[config.mk]
export PLATFORM = sky130hd
export DESIGN_NAME = mul16_seq_mult_flat
export DESIGN_NICKNAME = d
export VERILOG_FILES = /design/src/rtl/mul16_seq_mult_if.sv /design/src/rtl/mul16_seq_mult.sv /design/src/flat_wrapper.sv
export SDC_FILE = /design/constraint.sdc
export NUM_CORES = 1
export LEC_CHECK = 0
export CORE_ASPECT_RATIO = 1.2
export CORE_MARGIN = 4
export CORE_UTILIZATION = 45
export CTS_CLUSTER_DIAMETER = 120
export CTS_CLUSTER_SIZE = 20
export DETAILED_ROUTE_END_ITERATION = 8
export GPL_ROUTABILITY_DRIVEN = 0
export MAX_ROUTING_LAYER = met4
export PLACE_DENSITY = 0.79
export SLEW_MARGIN = 5
export SYNTH_ARGS = -nofsm -noshare
export SYNTH_HDL_FRONTEND = slang
export SYNTH_SLANG_ARGS = --single-unit
[constraint.sdc]
create_clock -name clk -period 2.35 [get_ports clk]
set_input_delay 0.235 -clock clk [delete_from_list [all_inputs] [get_ports clk]]
set_output_delay 0.235 -clock clk [all_outputs]
set_load 0.01 [all_outputs]
[src/rtl/mul16_seq_mult_if.sv]
// Operand/result bundle of the sequential 16-bit multiplier.
// Ports (master = requester, slave = multiplier):
//   start   : operation request and done/start handshake
//   data_in : operand bus, A then B
//   y       : product register
//   done    : result valid
//   ovf     : sticky overflow, only with MUL16_OVF_EN defined
interface mul16_seq_mult_if;

    logic        start;
    logic [15:0] data_in;
    logic [15:0] y;
    logic        done;
`ifdef MUL16_OVF_EN
    logic        ovf;
`endif

`ifdef MUL16_OVF_EN
    modport master (
        output start,
        output data_in,
        input  y,
        input  done,
        input  ovf
    );

    modport slave (
        input  start,
        input  data_in,
        output y,
        output done,
        output ovf
    );
`else
    modport master (
        output start,
        output data_in,
        input  y,
        input  done
    );

    modport slave (
        input  start,
        input  data_in,
        output y,
        output done
    );
`endif

endinterface

[src/rtl/mul16_seq_mult.sv]
// Sequential 16-bit unsigned multiplier using repeated addition.
// Ports:
//   clk : rising-edge clock
//   rst : synchronous active-high reset
//   bus : mul16_seq_mult_if.slave (start, data_in, y, done[, ovf])
// Optional macro MUL16_OVF_EN adds a sticky overflow flag (bus.ovf).
module mul16_seq_mult (
    input  logic                  clk,
    input  logic                  rst,
    mul16_seq_mult_if.slave       bus
);

    typedef enum logic [2:0] {
        IDLE,
        LOAD_A,
        LOAD_B,
        MUL,
        DONE
    } state_t;

    state_t state;
    state_t state_nx;

    logic [15:0] a;
    logic [15:0] b;
    logic [15:0] p;
    logic [15:0] sum;
    logic        eqz;

    logic ld_a;
    logic ld_b;
    logic clr_p;
    logic ld_p;
    logic dec_b;

    assign eqz = (b == 16'd0);

    // ---------------- control FSM ----------------

    always_ff @(posedge clk) begin
        if (rst) begin
            state <= IDLE;
        end else begin
            state <= state_nx;
        end
    end

    always_comb begin
        state_nx = state;
        ld_a     = 1'b0;
        ld_b     = 1'b0;
        clr_p    = 1'b0;
        ld_p     = 1'b0;
        dec_b    = 1'b0;
        unique case (state)
            IDLE: begin
                if (bus.start) begin
                    state_nx = LOAD_A;
                end
            end
            LOAD_A: begin
                ld_a     = 1'b1;
                state_nx = LOAD_B;
            end
            LOAD_B: begin
                ld_b     = 1'b1;
                clr_p    = 1'b1;
                state_nx = MUL;
            end
            MUL: begin
                // B counts the remaining additions of A into P
                if (eqz) begin
                    state_nx = DONE;
                end else begin
                    ld_p  = 1'b1;
                    dec_b = 1'b1;
                end
            end
            DONE: begin
                // start must drop before a new request is accepted
                if (!bus.start) begin
                    state_nx = IDLE;
                end
            end
            default: begin
                state_nx = IDLE;
            end
        endcase
    end

    // ---------------- datapath ----------------

`ifdef MUL16_OVF_EN
    logic [16:0] sum_full;
    logic        ovf;

    assign sum_full = {1'b0, p} + {1'b0, a};
    assign sum      = sum_full[15:0];

    always_ff @(posedge clk) begin
        if (rst) begin
            ovf <= 1'b0;
        end else if (clr_p) begin
            ovf <= 1'b0;
        end else if (ld_p && sum_full[16]) begin
            ovf <= 1'b1;
        end
    end

    assign bus.ovf = ovf;
`else
    assign sum = p + a;
`endif

    always_ff @(posedge clk) begin
        if (rst) begin
            a <= 16'd0;
        end else if (ld_a) begin
            a <= bus.data_in;
        end
    end

    always_ff @(posedge clk) begin
        if (rst) begin
            b <= 16'd0;
        end else if (ld_b) begin
            b <= bus.data_in;
        end else if (dec_b) begin
            b <= b - 16'd1;
        end
    end

    always_ff @(posedge clk) begin
        if (rst) begin
            p <= 16'd0;
        end else if (clr_p) begin
            p <= 16'd0;
        end else if (ld_p) begin
            p <= sum;
        end
    end

    assign bus.y    = p;
    assign bus.done = (state == DONE);

endmodule

[src/flat_wrapper.sv]
// flat-port wrapper written by rule: the top's interface ports become plain ports
module mul16_seq_mult_flat 
  (clk, rst, bus_start, bus_data_in, bus_y, bus_done);
  mul16_seq_mult_if bus_i ();
  input  logic clk;
  input  logic rst;
  input wire logic [$bits(bus_i.start)-1:0] bus_start;
  input wire logic [$bits(bus_i.data_in)-1:0] bus_data_in;
  output wire logic [$bits(bus_i.y)-1:0] bus_y;
  output wire logic [$bits(bus_i.done)-1:0] bus_done;
  assign bus_i.start = bus_start;
  assign bus_i.data_in = bus_data_in;
  assign bus_y = bus_i.y;
  assign bus_done = bus_i.done;
  mul16_seq_mult u_core (.clk(clk), .rst(rst), .bus(bus_i));
endmodule
==> flow_summary.json, run 1 <==
{
  "status": "completed",
  "ant_nets": 0,
  "start_util": 0.466,
  "min_path_type": "flip-flop to flip-flop",
  "slew_violations": 0,
  "hold_slack_ns": 0.470,
  "setup_viol_count_final": 0,
  "grt_max_degree": 37,
  "ys.flop_type": "dfxtp_1",
  "slew_headroom": 0.561,
  "clkSinkCount": 51,
  "clock_skew_ns": 0.00648,
  "drcViolationCount": 0,
  "drtPass1Iterations": 4,
  "async_reset_ff_frac": 0,
  "htreeDepth": 2,
  "finalCriticalPeriod_ns": 2.24,
  "drt-total-wl_um": 6770,
  "cp.required_ns": 2.58,
  "route.vias.total": 2731,
  "area_growth_pct": 22.1,
  "dieHeight_um": 95.0,
  "synth_cell_types": 52,
  "vdd_drop_max_mv": 0.455,
  "crit_path_start_kind": "flip-flop",
  "power.total_mw": 2.52,
  "via_per_inst": 5.67,
  "die-area_mm2": 0.00765,
  "ys_warn_count": 0,
  "syn_nets": 398,
  "cts_tree": "done",
  "hold_start": "u_core.a[10]",
  "final_cell_mix": "nand2_1 (73), a21oi_1 (53), dfxtp_1 (50)",
  "grt-ovfl-total": 0,
  "syn_inst": 362,
  "clk_path_buf_depth": 2,
  "die_x_um": 80.5,
  "insertion_delay_ns": 0.30,
  "port_buffers": 35,
  "cts_made_buffers": 5,
  "path_cells": "buf_4 > ha_1 > a21oi_1 > nand4b_1 > a211oi_2 > nor3_2 > o211a_1 > or3_1 > a21oi_2",
  "synth_area_per_cell_um2": 7.84,
  "hold_viol": 0,
  "layout_commonest_cell": "nand2_1",
  "max_freq_mhz": 446,
  "drive_above_1_share": 0.0975,
  "nets": 436,
  "wl_per_cell_um": 14.0,
  "clk_root_buffer_cell": "clkbuf_8",
  "critPathCaptureType": "flip-flop",
  "grt_use_total": 0.190,
  "dp_cells": 474,
  "cp.arrival_ns": 2.47,
  "post-route-util": 0.569,
  "tightest_slew_ns": 0.658,
  "leakage_nw": 1.36,
  "synth-edff-count": 0,
  "dp_hpwl_um": 4990,
  "period_share": 0.954,
  "rsz0062_at_grt": "false",
  "antenna_found_initial": 0,
  "row_count": 31,
  "crit_start": "u_core.bus.y[1]",
  "hold_buffers": 0,
  "crit_path_top_delay_cell": "a211oi_2",
  "antenna_cells": 0,
  "netlist_area_mm2": 0.00284,
  "cpPeakStageDelay_ns": 0.36,
  "seq_area_frac_synth": 0.360,
  "p_per_area_mw_per_mm2": 726,
  "io_pins": 36,
  "grt_pass1_vias": 2503,
  "path_max_fanout": 3,
  "max_cap_violations": 0,
  "core_mm2": 0.00609,
  "r2r_start": "u_core.bus.y[1]",
  "drt_iter0_markers": 169,
  "path_class": "flip-flop to flip-flop",
  "layout.cells.non_filler": 482,
  "grt_pass1_wl_um": 11300,
  "path_clk_slew_ns": 0.09,
  "ys_ff_latch": 51
}
[stage by stage]
stage                     setup slack (ns)  setup TNS (ns)  cell area [µm²]
after global routing                0.0137               0             3460
final                                0.107               0             3460
after global placement             -0.0665         -0.0873             3310
after floorplan                     0.0278               0             2840
after CTS                          0.00287               0             3400
after detailed placement           -0.0513         -0.0817             3310
[state kept, by name, indices dropped and copies added (netlist names)]
| signal | cells |
|---|---|
| u_core.b | 16 |
| u_core.state | 3 |
| u_core.bus.y | 16 |
| u_core.a | 16 |
[cell usage after synthesis (3+ instances only)]
| cell type | instances | area, µm² |
|---|---|---|
| nand2_1 | 73 | 274 |
| a21oi_1 | 56 | 280 |
| dfxtp_1 | 51 | 1020 |
| nor2_1 | 25 | 93.8 |
| ha_1 | 16 | 200 |
| clkbuf_1 | 12 | 45.0 |
| o21ai_0 | 12 | 60.1 |
| xnor2_1 | 9 | 78.8 |
| inv_1 | 8 | 30.0 |
| nand3_1 | 8 | 40.0 |
| nor3_1 | 7 | 35.0 |
| xor2_1 | 7 | 61.3 |
| a211oi_1 | 6 | 45.0 |
| a21o_1 | 5 | 37.5 |
| buf_2 | 5 | 25.0 |
| nor2b_1 | 5 | 31.3 |
| a32oi_1 | 4 | 35.0 |
| nand2b_1 | 4 | 25.0 |
| a31oi_1 | 3 | 18.8 |
| o31ai_1 | 3 | 22.5 |
| or3_1 | 3 | 18.8 |
[logic make-up after synthesis]
group                      Yosys count  share of synthesized area
and+or+nand+nor                    141                      0.231
AOI/OAI and AO/OA                  111                      0.243
DFF                                 51                      0.360
buffers and inverters               25                     0.0353
adders and majority gates           17                     0.0776
xor gates and xnor gates            16                     0.0494
muxes                                1                    0.00353
[critical path: cells and delay by family, from the launching register on]
| kind | cells | cell delay, ns |
|---|---|---|
| buffers and inverters | 1 | 0.13 |
| adders and majority gates | 1 | 0.27 |
| AOI/OAI and AO/OA | 4 | 0.79 |
| and+or+nand+nor | 3 | 0.65 |
| DFF | 1 | 0.33 |
[timing repair]
item,CTS,global route
buffers inserted,0,1
setup endpoints to repair,2,5
pin swaps,0,5
resized for setup,1,11
[power breakdown]
group          switching [mW]  internal [mW]
clock network           0.283          0.232
registers               0.112          0.971
logic                   0.548          0.371
[layout make-up]
cell class	instances	area [µm²]
fill	574	2630
multi-input combinational	286	1770
sequential	51	1020
timing repair buffer	48	448
tap	82	103
clock buffer	6	82.6
inverter	8	30.0
clock inverter	1	5.00
[layer usage]
metal	vias up	global-route usage	part of all wire
met3	6	0.0315	0.046
met5	-	-	0
met2	75	0.325	0.50
met4	0	0.0493	0.010
li1	1363	-	-
met1	1287	0.231	0.44
[worst paths after layout]
kind / cells after the start / slack [ns] / endpoint
setup / recovery: 9 / 0.11 / u_core.bus.y[15]
hold reg to reg: 2 / 0.47 / u_core.a[10]
setup reg to reg: 9 / 0.11 / u_core.bus.y[15]
hold / removal: 2 / 0.47 / u_core.a[10]
No activity file was read; power rests on OpenSTA's default activity.
==> run 2: changes to the inputs <==
- RECOVER_POWER: default -> 50
==> flow_summary.json, run 2 (same netlist as run 1, synthesis figures left out) <==
{
  "grt_pass1_wl_um": 11300,
  "r2r_start": "u_core.bus.y[1]",
  "holdPathStages": 2,
  "clock_skew_ns": 0.00671,
  "route.vias.total": 2737,
  "rrSetupSlack_ns": 0.11,
  "place_area_mm2": 0.00331,
  "drt-total-wl_um": 6800,
  "vdd_drop_max_mv": 0.450,
  "grt_pass1_vias": 2503,
  "cp.required_ns": 2.58,
  "finalCriticalPeriod_ns": 2.24,
  "antenna_found_initial": 0,
  "hold_buffers": 0,
  "max_freq_mhz": 447,
  "finalInstanceArea_mm2": 0.00346,
  "cts_tree": "done",
  "drt_iter0_markers": 180,
  "clk_path_buf_depth": 2,
  "nets": 436,
  "slew_headroom": 0.562,
  "status": "completed",
  "path_clk_slew_ns": 0.09,
  "drtPass1Iterations": 5,
  "htreeDepth": 2,
  "dp_hpwl_um": 4990,
  "core_mm2": 0.00609,
  "cts_made_buffers": 5,
  "row_count": 31,
  "die-area_mm2": 0.00765,
  "hold_slack_ns": 0.469,
  "drcViolationCount": 0,
  "crit_path_start_kind": "flip-flop",
  "start_util": 0.466,
  "dieHeight_um": 95.0,
  "cp.arrival_ns": 2.46,
  "layout_commonest_cell": "nand2_1",
  "antenna_cells": 0,
  "rsz0062_at_grt": "false",
  "wl_per_cell_um": 14.1,
  "final_cell_mix": "nand2_1 (73), a21oi_1 (53), dfxtp_1 (50)",
  "io_pins": 36,
  "grt_use_total": 0.190,
  "grt-ovfl-total": 0,
  "clkSinkCount": 51,
  "clk_root_buffer_cell": "clkbuf_8",
  "path_max_fanout": 3,
  "port_buffers": 35,
  "grt_max_degree": 37,
  "tightest_slew_ns": 0.657,
  "drive_above_1_share": 0.0950,
  "max_cap_violations": 0,
  "critPathCaptureType": "flip-flop",
  "min_path_type": "flip-flop to flip-flop",
  "hold_viol": 0,
  "area_growth_pct": 22.0,
  "setup_viol_count_final": 0,
  "via_per_inst": 5.68,
  "crit_start": "u_core.bus.y[1]",
  "setup.worst_path.end": "u_core.bus.y[15]",
  "ant_nets": 0,
  "insertion_delay_ns": 0.30,
  "die_x_um": 80.5,
  "slew_violations": 0,
  "period_share": 0.952,
  "p_per_area_mw_per_mm2": 725,
  "r2r_end": "u_core.bus.y[15]",
  "leakage_nw": 1.41,
  "path_class": "flip-flop to flip-flop",
  "reg2reg_depth": 9
}
run 2: cell count changes in the layout (fill, tap and decap cells not counted):
| cell | delta |
|---|---|
| nor2_1 | +1 |
| nor2_2 | -1 |
| clkdlybuf4s50_1 | -16 |
| dlygate4sd3_1 | +16 |
run 2: where the power goes:
part,total [mW],internal (mW),switching (mW)
sequential,1.08,0.971,0.112
combinational,0.912,0.366,0.545
clock,0.516,0.232,0.284
run 2: critical path: stages (launching register included):
cell	delay, ns
dfxtp_2	0.33
buf_4	0.13
ha_1	0.27
a21oi_1	0.07
nand4b_1	0.25
a211oi_2	0.35
nor3_2	0.08
o211a_1	0.24
or3_1	0.32
a21oi_2	0.12
run 2: how the worst min path moves through the flow:
| stage | slack (ns) | to | from |
|---|---|---|---|
| after floorplan | 0.37 | u_core.state[2] | bus_start |
| after global placement | 0.45 | u_core.a[7] | u_core.a[7] |
| after detailed placement | 0.45 | u_core.a[14] | u_core.a[14] |
| after CTS | 0.47 | u_core.a[7] | u_core.a[7] |
| after global routing | 0.49 | u_core.a[0] | u_core.a[0] |
| final | 0.47 | u_core.a[10] | u_core.a[10] |
run 2: final cells by class:
cell class	count	area, µm²
flip-flops and latches	51	1020
repair buffers	48	448
well taps	82	103
fillers	575	2630
multi-input cells	286	1770
clock inverters	1	5.00
inverters	8	30.0
clock buffers	6	82.6
run 2: timing repair:
item	in CTS	in global routing
gates cloned	0	0
setup endpoints to repair	2	5
buffers inserted	0	1
endpoints found under the hold margin	0	0
pin swaps	0	5
gates resized for setup	1	11
run 2: stage by stage:
step	cells	utilization	setup slack [ns]	power [mW]	setup TNS (ns)
finish	482	0.569	0.112	2.51	0
global route	482	0.569	0.0146	2.67	0
CTS	481	0.559	0.00287	2.51	0
detailed placement	474	0.544	-0.0513	2.00	-0.0817
global placement	474	0.544	-0.0665	1.97	-0.0873
floorplan	362	-	0.0278	1.76	0
run 2: layer usage:
layer / vias up / GRT usage / share of wire / routed length [µm]
li1: 1364 / - / - / -
met5: - / - / 0 / 0
met1: 1290 / 0.231 / 0.45 / 3040
met4: 0 / 0.0493 / 0.012 / 84
met2: 73 / 0.325 / 0.50 / 3390
met3: 10 / 0.0315 / 0.042 / 284
